$ cat src/rtl/weight_read_seq.sv
// weight_read_seq
// Read-side sequencer for the per-PE weight scratch pad. For each of P
// output pixels it replays the pad's W stored weights in order, and hands
// each word to the MAC datapath through a valid/ready handshake.
//
// How a word moves through the block:
//   issue (cycle c0)    -> raddra_filter is registered at the end of c0
//   pad read (c1)       -> the RAM registers its output at the end of c1
//   capture (c2)        -> weight_out is pushed into the output buffer
//   present (c3)        -> w_valid is high
// Words in the tag pipe are counted as "inflight". Issue is allowed only
// while inflight plus buffer occupancy is below OUT_DEPTH, so every read
// already has a buffer slot reserved. MAC back-pressure therefore never
// drops a word.
//
// Ports:
//   clk, rst                  clock; asynchronous active-low reset
//   start, weight_num (W),    job request; W and P are sampled on an
//   pixel_num (P)             accepted start (accepted only while idle)
//   pad_data_ready,           issue gate from the pad loader
//   weight_loaded
//   weight_out                pad read data (1-cycle synchronous read)
//   raddra_filter             registered pad read address
//   base_address              address of the next read to issue
//   w_valid, w_data,          output word and its flags, held stable
//   w_last_px, w_last         while w_valid & !mac_ready
//   mac_ready                 consumer ready
//   busy, done                job active; 1-cycle pulse at completion
module weight_read_seq #(
  parameter int DATA_WIDTH         = 16,
  parameter int ADDRESSWIDTH_W_PAD = 8,
  parameter int ADDRESSWIDTH_F_PAD = 8,
  parameter int OUT_DEPTH          = 4
) (
  input  logic                          clk,
  input  logic                          rst,
  input  logic                          start,
  input  logic [ADDRESSWIDTH_W_PAD-1:0] weight_num,
  input  logic [ADDRESSWIDTH_F_PAD-1:0] pixel_num,
  input  logic                          pad_data_ready,
  input  logic                          weight_loaded,
  input  logic [DATA_WIDTH-1:0]         weight_out,
  output logic [ADDRESSWIDTH_W_PAD-1:0] raddra_filter,
  output logic [ADDRESSWIDTH_W_PAD-1:0] base_address,
  output logic                          w_valid,
  output logic [DATA_WIDTH-1:0]         w_data,
  output logic                          w_last_px,
  output logic                          w_last,
  input  logic                          mac_ready,
  output logic                          busy,
  output logic                          done
);

  localparam int AW     = ADDRESSWIDTH_W_PAD;
  localparam int FW     = ADDRESSWIDTH_F_PAD;
  localparam int PTR_W  = $clog2(OUT_DEPTH);
  localparam int CNT_W  = $clog2(OUT_DEPTH + 1);
  localparam int SUM_W  = CNT_W + 1;
  // vld_pipe[0]: address is on the pad port; vld_pipe[STAGES]: weight_out is valid
  localparam int STAGES = 1;

  typedef enum logic [1:0] {IDLE, RUN, DRAIN} state_t;

  typedef struct packed {
    logic last_px;
    logic last;
  } tag_t;

  typedef struct packed {
    logic [DATA_WIDTH-1:0] data;
    logic                  last_px;
    logic                  last;
  } ent_t;

  state_t                    state, state_nxt;
  logic [AW-1:0]             w_num_q, nxt_addr;
  logic [FW-1:0]             p_num_q, px_cnt;
  logic [STAGES:0]           vld_pipe;
  tag_t [STAGES:0]           tag_pipe;
  ent_t [OUT_DEPTH-1:0]      buf_mem;
  logic [PTR_W-1:0]          wr_ptr, rd_ptr;
  logic [CNT_W-1:0]          occ, occ_nxt;
  logic [1:0]                inflight;
  logic                      gate, credit, at_w_end, at_p_end;
  logic                      accept, degenerate, issue, drain_done;
  logic                      push, pop;
  ent_t                      head;

  assign base_address = nxt_addr;

  assign inflight = 2'(vld_pipe[0]) + 2'(vld_pipe[1]);
  assign gate     = pad_data_ready | weight_loaded;
  // Credits come from the registered occupancy, so a pop in this cycle
  // frees its slot only from the next cycle on.
  assign credit   = (SUM_W'(occ) + SUM_W'(inflight)) < SUM_W'(OUT_DEPTH);
  assign at_w_end = (nxt_addr == (w_num_q - 1'b1));
  assign at_p_end = (px_cnt == (p_num_q - 1'b1));

  assign push    = vld_pipe[STAGES];
  assign pop     = w_valid & mac_ready;
  assign occ_nxt = occ + CNT_W'(push) - CNT_W'(pop);

  assign head      = buf_mem[rd_ptr];
  assign w_valid   = (occ != '0);
  assign w_data    = head.data;
  assign w_last_px = head.last_px;
  assign w_last    = head.last;

  // ---------------------------------------------------------------- FSM
  always_ff @(posedge clk or negedge rst) begin
    if (!rst) state <= IDLE;
    else      state <= state_nxt;
  end

  always_comb begin
    state_nxt  = state;
    accept     = 1'b0;
    degenerate = 1'b0;
    issue      = 1'b0;
    drain_done = 1'b0;
    case (state)
      IDLE: begin
        if (start) begin
          accept = 1'b1;
          // An empty job completes at once and never leaves IDLE.
          if (weight_num == '0 || pixel_num == '0) degenerate = 1'b1;
          else                                     state_nxt  = RUN;
        end
      end
      RUN: begin
        if (gate && credit) begin
          issue = 1'b1;
          if (at_w_end && at_p_end) state_nxt = DRAIN;
        end
      end
      DRAIN: begin
        // Look at the next occupancy so that done lands in the cycle
        // right after the final handshake.
        if (inflight == 2'd0 && occ_nxt == '0) begin
          drain_done = 1'b1;
          state_nxt  = IDLE;
        end
      end
      default: state_nxt = IDLE;
    endcase
  end

  // ---------------------------------------------------------- datapath
  always_ff @(posedge clk or negedge rst) begin
    if (!rst) begin
      busy          <= 1'b0;
      done          <= 1'b0;
      w_num_q       <= '0;
      p_num_q       <= '0;
      nxt_addr      <= '0;
      px_cnt        <= '0;
      raddra_filter <= '0;
      vld_pipe      <= '0;
      tag_pipe      <= '0;
      buf_mem       <= '0;
      wr_ptr        <= '0;
      rd_ptr        <= '0;
      occ           <= '0;
    end else begin
      busy <= (state_nxt != IDLE);
      done <= degenerate | drain_done;

      if (accept) begin
        w_num_q  <= weight_num;
        p_num_q  <= pixel_num;
        nxt_addr <= '0;
        px_cnt   <= '0;
      end else if (issue) begin
        raddra_filter <= nxt_addr;
        if (at_w_end) begin
          nxt_addr <= '0;
          px_cnt   <= at_p_end ? '0 : px_cnt + 1'b1;
        end else begin
          nxt_addr <= nxt_addr + 1'b1;
        end
      end

      // The tag travels alongside the read so the flags line up with the data.
      vld_pipe <= {vld_pipe[STAGES-1:0], issue};
      tag_pipe <= {tag_pipe[STAGES-1:0], tag_t'{at_w_end, at_w_end & at_p_end}};

      if (push) begin
        buf_mem[wr_ptr] <= ent_t'{weight_out,
                                  tag_pipe[STAGES].last_px,
                                  tag_pipe[STAGES].last};
        wr_ptr <= wr_ptr + 1'b1;
      end
      if (pop) rd_ptr <= rd_ptr + 1'b1;
      occ <= occ_nxt;
    end
  end

endmodule
$ cat config.mk
export PLATFORM = sky130hd
export DESIGN_NAME = weight_read_seq
export DESIGN_NICKNAME = d
export VERILOG_FILES = /design/src/rtl/weight_read_seq.sv
export SDC_FILE = /design/constraint.sdc
export NUM_CORES = 1
export LEC_CHECK = 0
export ABC_AREA = 0
export CORE_UTILIZATION = 50
export CTS_CLUSTER_SIZE = 10
export DETAILED_ROUTE_END_ITERATION = 16
export PLACE_DENSITY = 0.79
export SLEW_MARGIN = 20
export SYNTH_ARGS = -nofsm -noshare
export SYNTH_HDL_FRONTEND = slang
export SYNTH_SLANG_ARGS = --single-unit
$ cat constraint.sdc
create_clock -name clk -period 2.5 [get_ports clk]
set_input_delay 0.75 -clock clk [delete_from_list [all_inputs] [get_ports clk]]
set_output_delay 0.75 -clock clk [all_outputs]
set_load 0.02 [all_outputs]
==> impl_metrics.yaml <==
outcome:
  outcome: "complete, but fails checks"
  violations: "setup timing"
sta:
  clock_skew_ns: 0.007489
  final.min_clock_period_ns: 2.501
  tightest_slew_ns: 0.6481
  holdWs_ns: 0.1897
  hold_viol_final: 0
  fin_ws_ns: -0.001406
  relSlewSlack_pct: 56.39
  post-route-period-util_pct: 100.1
  slew_violations: 0
  fmax_ghz: 0.3998
  rsz0062_at_grt: "true"
  final-setup-viol-count: 1
clock_network:
  cts_tree: "built"
  clk_pin_slew_ns: 0.06
  cts_root_buf: "clkbuf_16"
  htreeDepth: 4
  cts_sinks: 129
  cts.path.max_buffers: 2
  clock_latency_ns: 0.42
  numCtsBuffers: 17
drt:
  vias_per_cell: 5.595
  ant_nets: 0
  drt_wl_total_um: 13510
  firstDrtPassIters: 4
  wl_per_cell_um: 17.36
  drc: 0
  num_vias: 4353
  drt_iter0_drc: 267
global_route:
  grt_pass1_vias: 4583
  track_usage_pct: 22.53
  grt_max_degree: 63
  grt_pass1_wl_um: 22110
  antenna_found_initial: 0
  grt_overflow_total: 0
layout:
  multiInputGateArea_sq_um: 2887
  final_area_sq_um: 8089
  nFillCells: 876
  final_core_util_pct: 67.34
  num_antenna_cells: 0
  drive_above_1_share_pct: 32.81
  seqCellArea_sq_um: 3228
  layout.nets: 670
  final_cells: 778
  areaGrowthSynthToFinish_pct: 31.83
logic_synthesis:
  synth_cells: 507
  synth_area_sq_um: 6136
  synth_ff_type: "dfrtp_1"
  synth.area.top_cells: "dfrtp_1, mux2_2, mux4_2"
  synth.largest_area_cell: "dfrtp_1"
  synth.top_cell.area_share_pct: 52.61
  synth-seq-cells: 129
  synth_cell_types: 48
  avgSynthCellArea_sq_um: 12.10
  synth_nets: 559
  ys_warn_count: 0
  synthArstFlopShare_pct: 100.0
  synth_edf_count: 0
  seq_area_frac_synth_pct: 52.61
critical_path:
  r2r-start: "occ[0]"
  crit_fanout: 7
  worstSetupEndpointType: "primary output"
  start_kind: "flop"
  critical_path.endpoint: "w_last_px"
  required_ns: 1.75
  crit_path_start: "rd_ptr[0]"
  crit_type: "reg2out"
  worstPathArrival_ns: 1.75
  r2r-end: "state[1]"
  rrSetupSlack_ns: 0.02
  worstRegToRegCells: 10
placement:
  postPlaceCellArea_sq_um: 7331
  gp_congestion: 0.8192
  io_buffer_count: 74
  hpwl_um: 8974
  dp_cells: 740
  dpl_worst_slack_ns: -0.5387
die:
  dieWidth_um: 112.8
  start_util_pct: 51.08
  die_h_um: 112.8
  placeableCoreArea_sq_um: 12010
  die_area_sq_um: 12720
  rows: 40
  io_pins: 75
power_and_ir_drop:
  p_leak_nw: 3.615
  netSwitchingPower_mw: 3.347
  p_int_mw: 6.770
  seq_power_share_pct: 33.3
  pwr_density_cell_nw_per_um2: 1251
  power_frac_comb_pct: 41.7
  clkPwrFrac_pct: 25.0
  irDropWorstVdd_v: 0.0006742
  netSwitchingFraction_pct: 33.08
min_path:
  hold_class: "in2async"
flow_run:
  maxCapViolCount: 0
cells in the mapped netlist, types with 11 or more instances:
cell / number
mux4_2: 18
clkbuf_1: 17
nand2_1: 85
xnor2_1: 18
nor2_1: 15
inv_1: 16
ha_1: 13
a21oi_1: 12
o21ai_0: 11
dfrtp_1: 129
nor3_1: 11
mux2_2: 73
layout by cell type (no fill, tap or decap), types with 3 or more instances in the layout:
master             n
dfrtp_1          129
a21oi_1           12
buf_2              6
nor3_1            11
buf_4             31
clkinv_4           3
or4_1              3
inv_6              3
mux4_2            18
nand3_1            4
buf_6             14
nor4_1             8
nor2_1            12
xor2_1             8
xnor2_1           17
nor2_2             3
buf_12             5
bufinv_16          3
clkbuf_16         17
nand4b_1           4
ha_1              10
nand2b_1           3
nand2_1           85
o21ai_0           10
a32o_1             4
and3_1             7
nand3b_1           4
inv_1             15
clkdlybuf4s50_1   51
a31oi_1            5
mux2_2            73
routing by layer:
metal  share of wire [%]  up-vias  global-route usage [%]
met5                   0        -                       0
li1                    -     2033                       -
met1                  43     2192                   27.68
met2                  52      109                   39.14
met3                 3.7       19                   5.731
met4                 1.6        0                   6.933
state kept, by name, indices dropped and copies added (netlist names), 3 cells and up:
signal,count
base_address,8
buf_mem,72
occ,3
p_num_q,8
px_cnt,8
raddra_filter,8
tag_pipe,4
w_num_q,8
cells by family (layout without fill, tap and decap cells):
group                      count (synthesis)  in the layout  share of synthesized area, %
buffers and inverters                     38            162                         2.487
AOI/OAI and AO/OA                         42             42                         4.507
and+or+nand+nor                          165            165                         13.38
xor gates and xnor gates                  26             26                         3.711
adders and majority gates                 14             14                         2.977
muxes                                     93             93                         20.33
DFF                                      129            129                         52.61
power groups by stage:
stage               logic [mW]  registers, mW  clock network (mW)
finish                    4.22           3.37                2.53
global route              4.52           3.45                2.67
CTS                       3.93           3.34                2.57
detailed placement        4.00           3.37                   0
global placement          3.88           3.29                   0
floorplan                 2.52           3.29                   0
worst min-delay path by stage:
stage	to	startpoint	cells past startpoint	slack [ns]
floorplan	tag_pipe[2]	tag_pipe[0]	0	0.33
global placement	tag_pipe[3]	tag_pipe[1]	0	0.33
detailed placement	tag_pipe[2]	tag_pipe[0]	0	0.33
CTS	buf_mem[38]	rst	1	0.18
global route	buf_mem[20]	rst	1	0.19
finish	buf_mem[38]	rst	1	0.19
worst max-delay path, cell delays in order, from the launching register on:
cell,delay [ns]
dfrtp_1,0.37
buf_6,0.13
buf_12,0.13
mux4_2,0.54
buf_6,0.16
through the flow:
| stage | setup TNS, ns | power, mW |
|---|---|---|
| 4_1_cts | -0.02644 | 9.839 |
| 6_report | -0.001406 | 10.12 |
| 3_5_place_dp | -7.032 | 7.372 |
| 5_1_grt | -0.5939 | 10.64 |
| 3_3_place_gp | -6.140 | 7.174 |
| 2_1_floorplan | -0.1070 | 5.811 |
what timing repair did:
item,in CTS,in global routing
pin swaps,4,13
hold endpoints to repair,0,0
buffers inserted,2,3
gates resized for setup,81,41
cloned,1,0
setup endpoints to repair,25,34
hold buffers,0,0
final cells by class:
class,instances,share of cell area [%]
Clock inverter,14,2.212
Sequential cell,129,39.91
Clock buffer,18,5.305
Tap cell,147,2.274
Multi-Input combinational cell,340,35.68
Inverter,18,0.8662
Timing Repair Buffer,112,13.75
(Power assumes the default switching activity.)
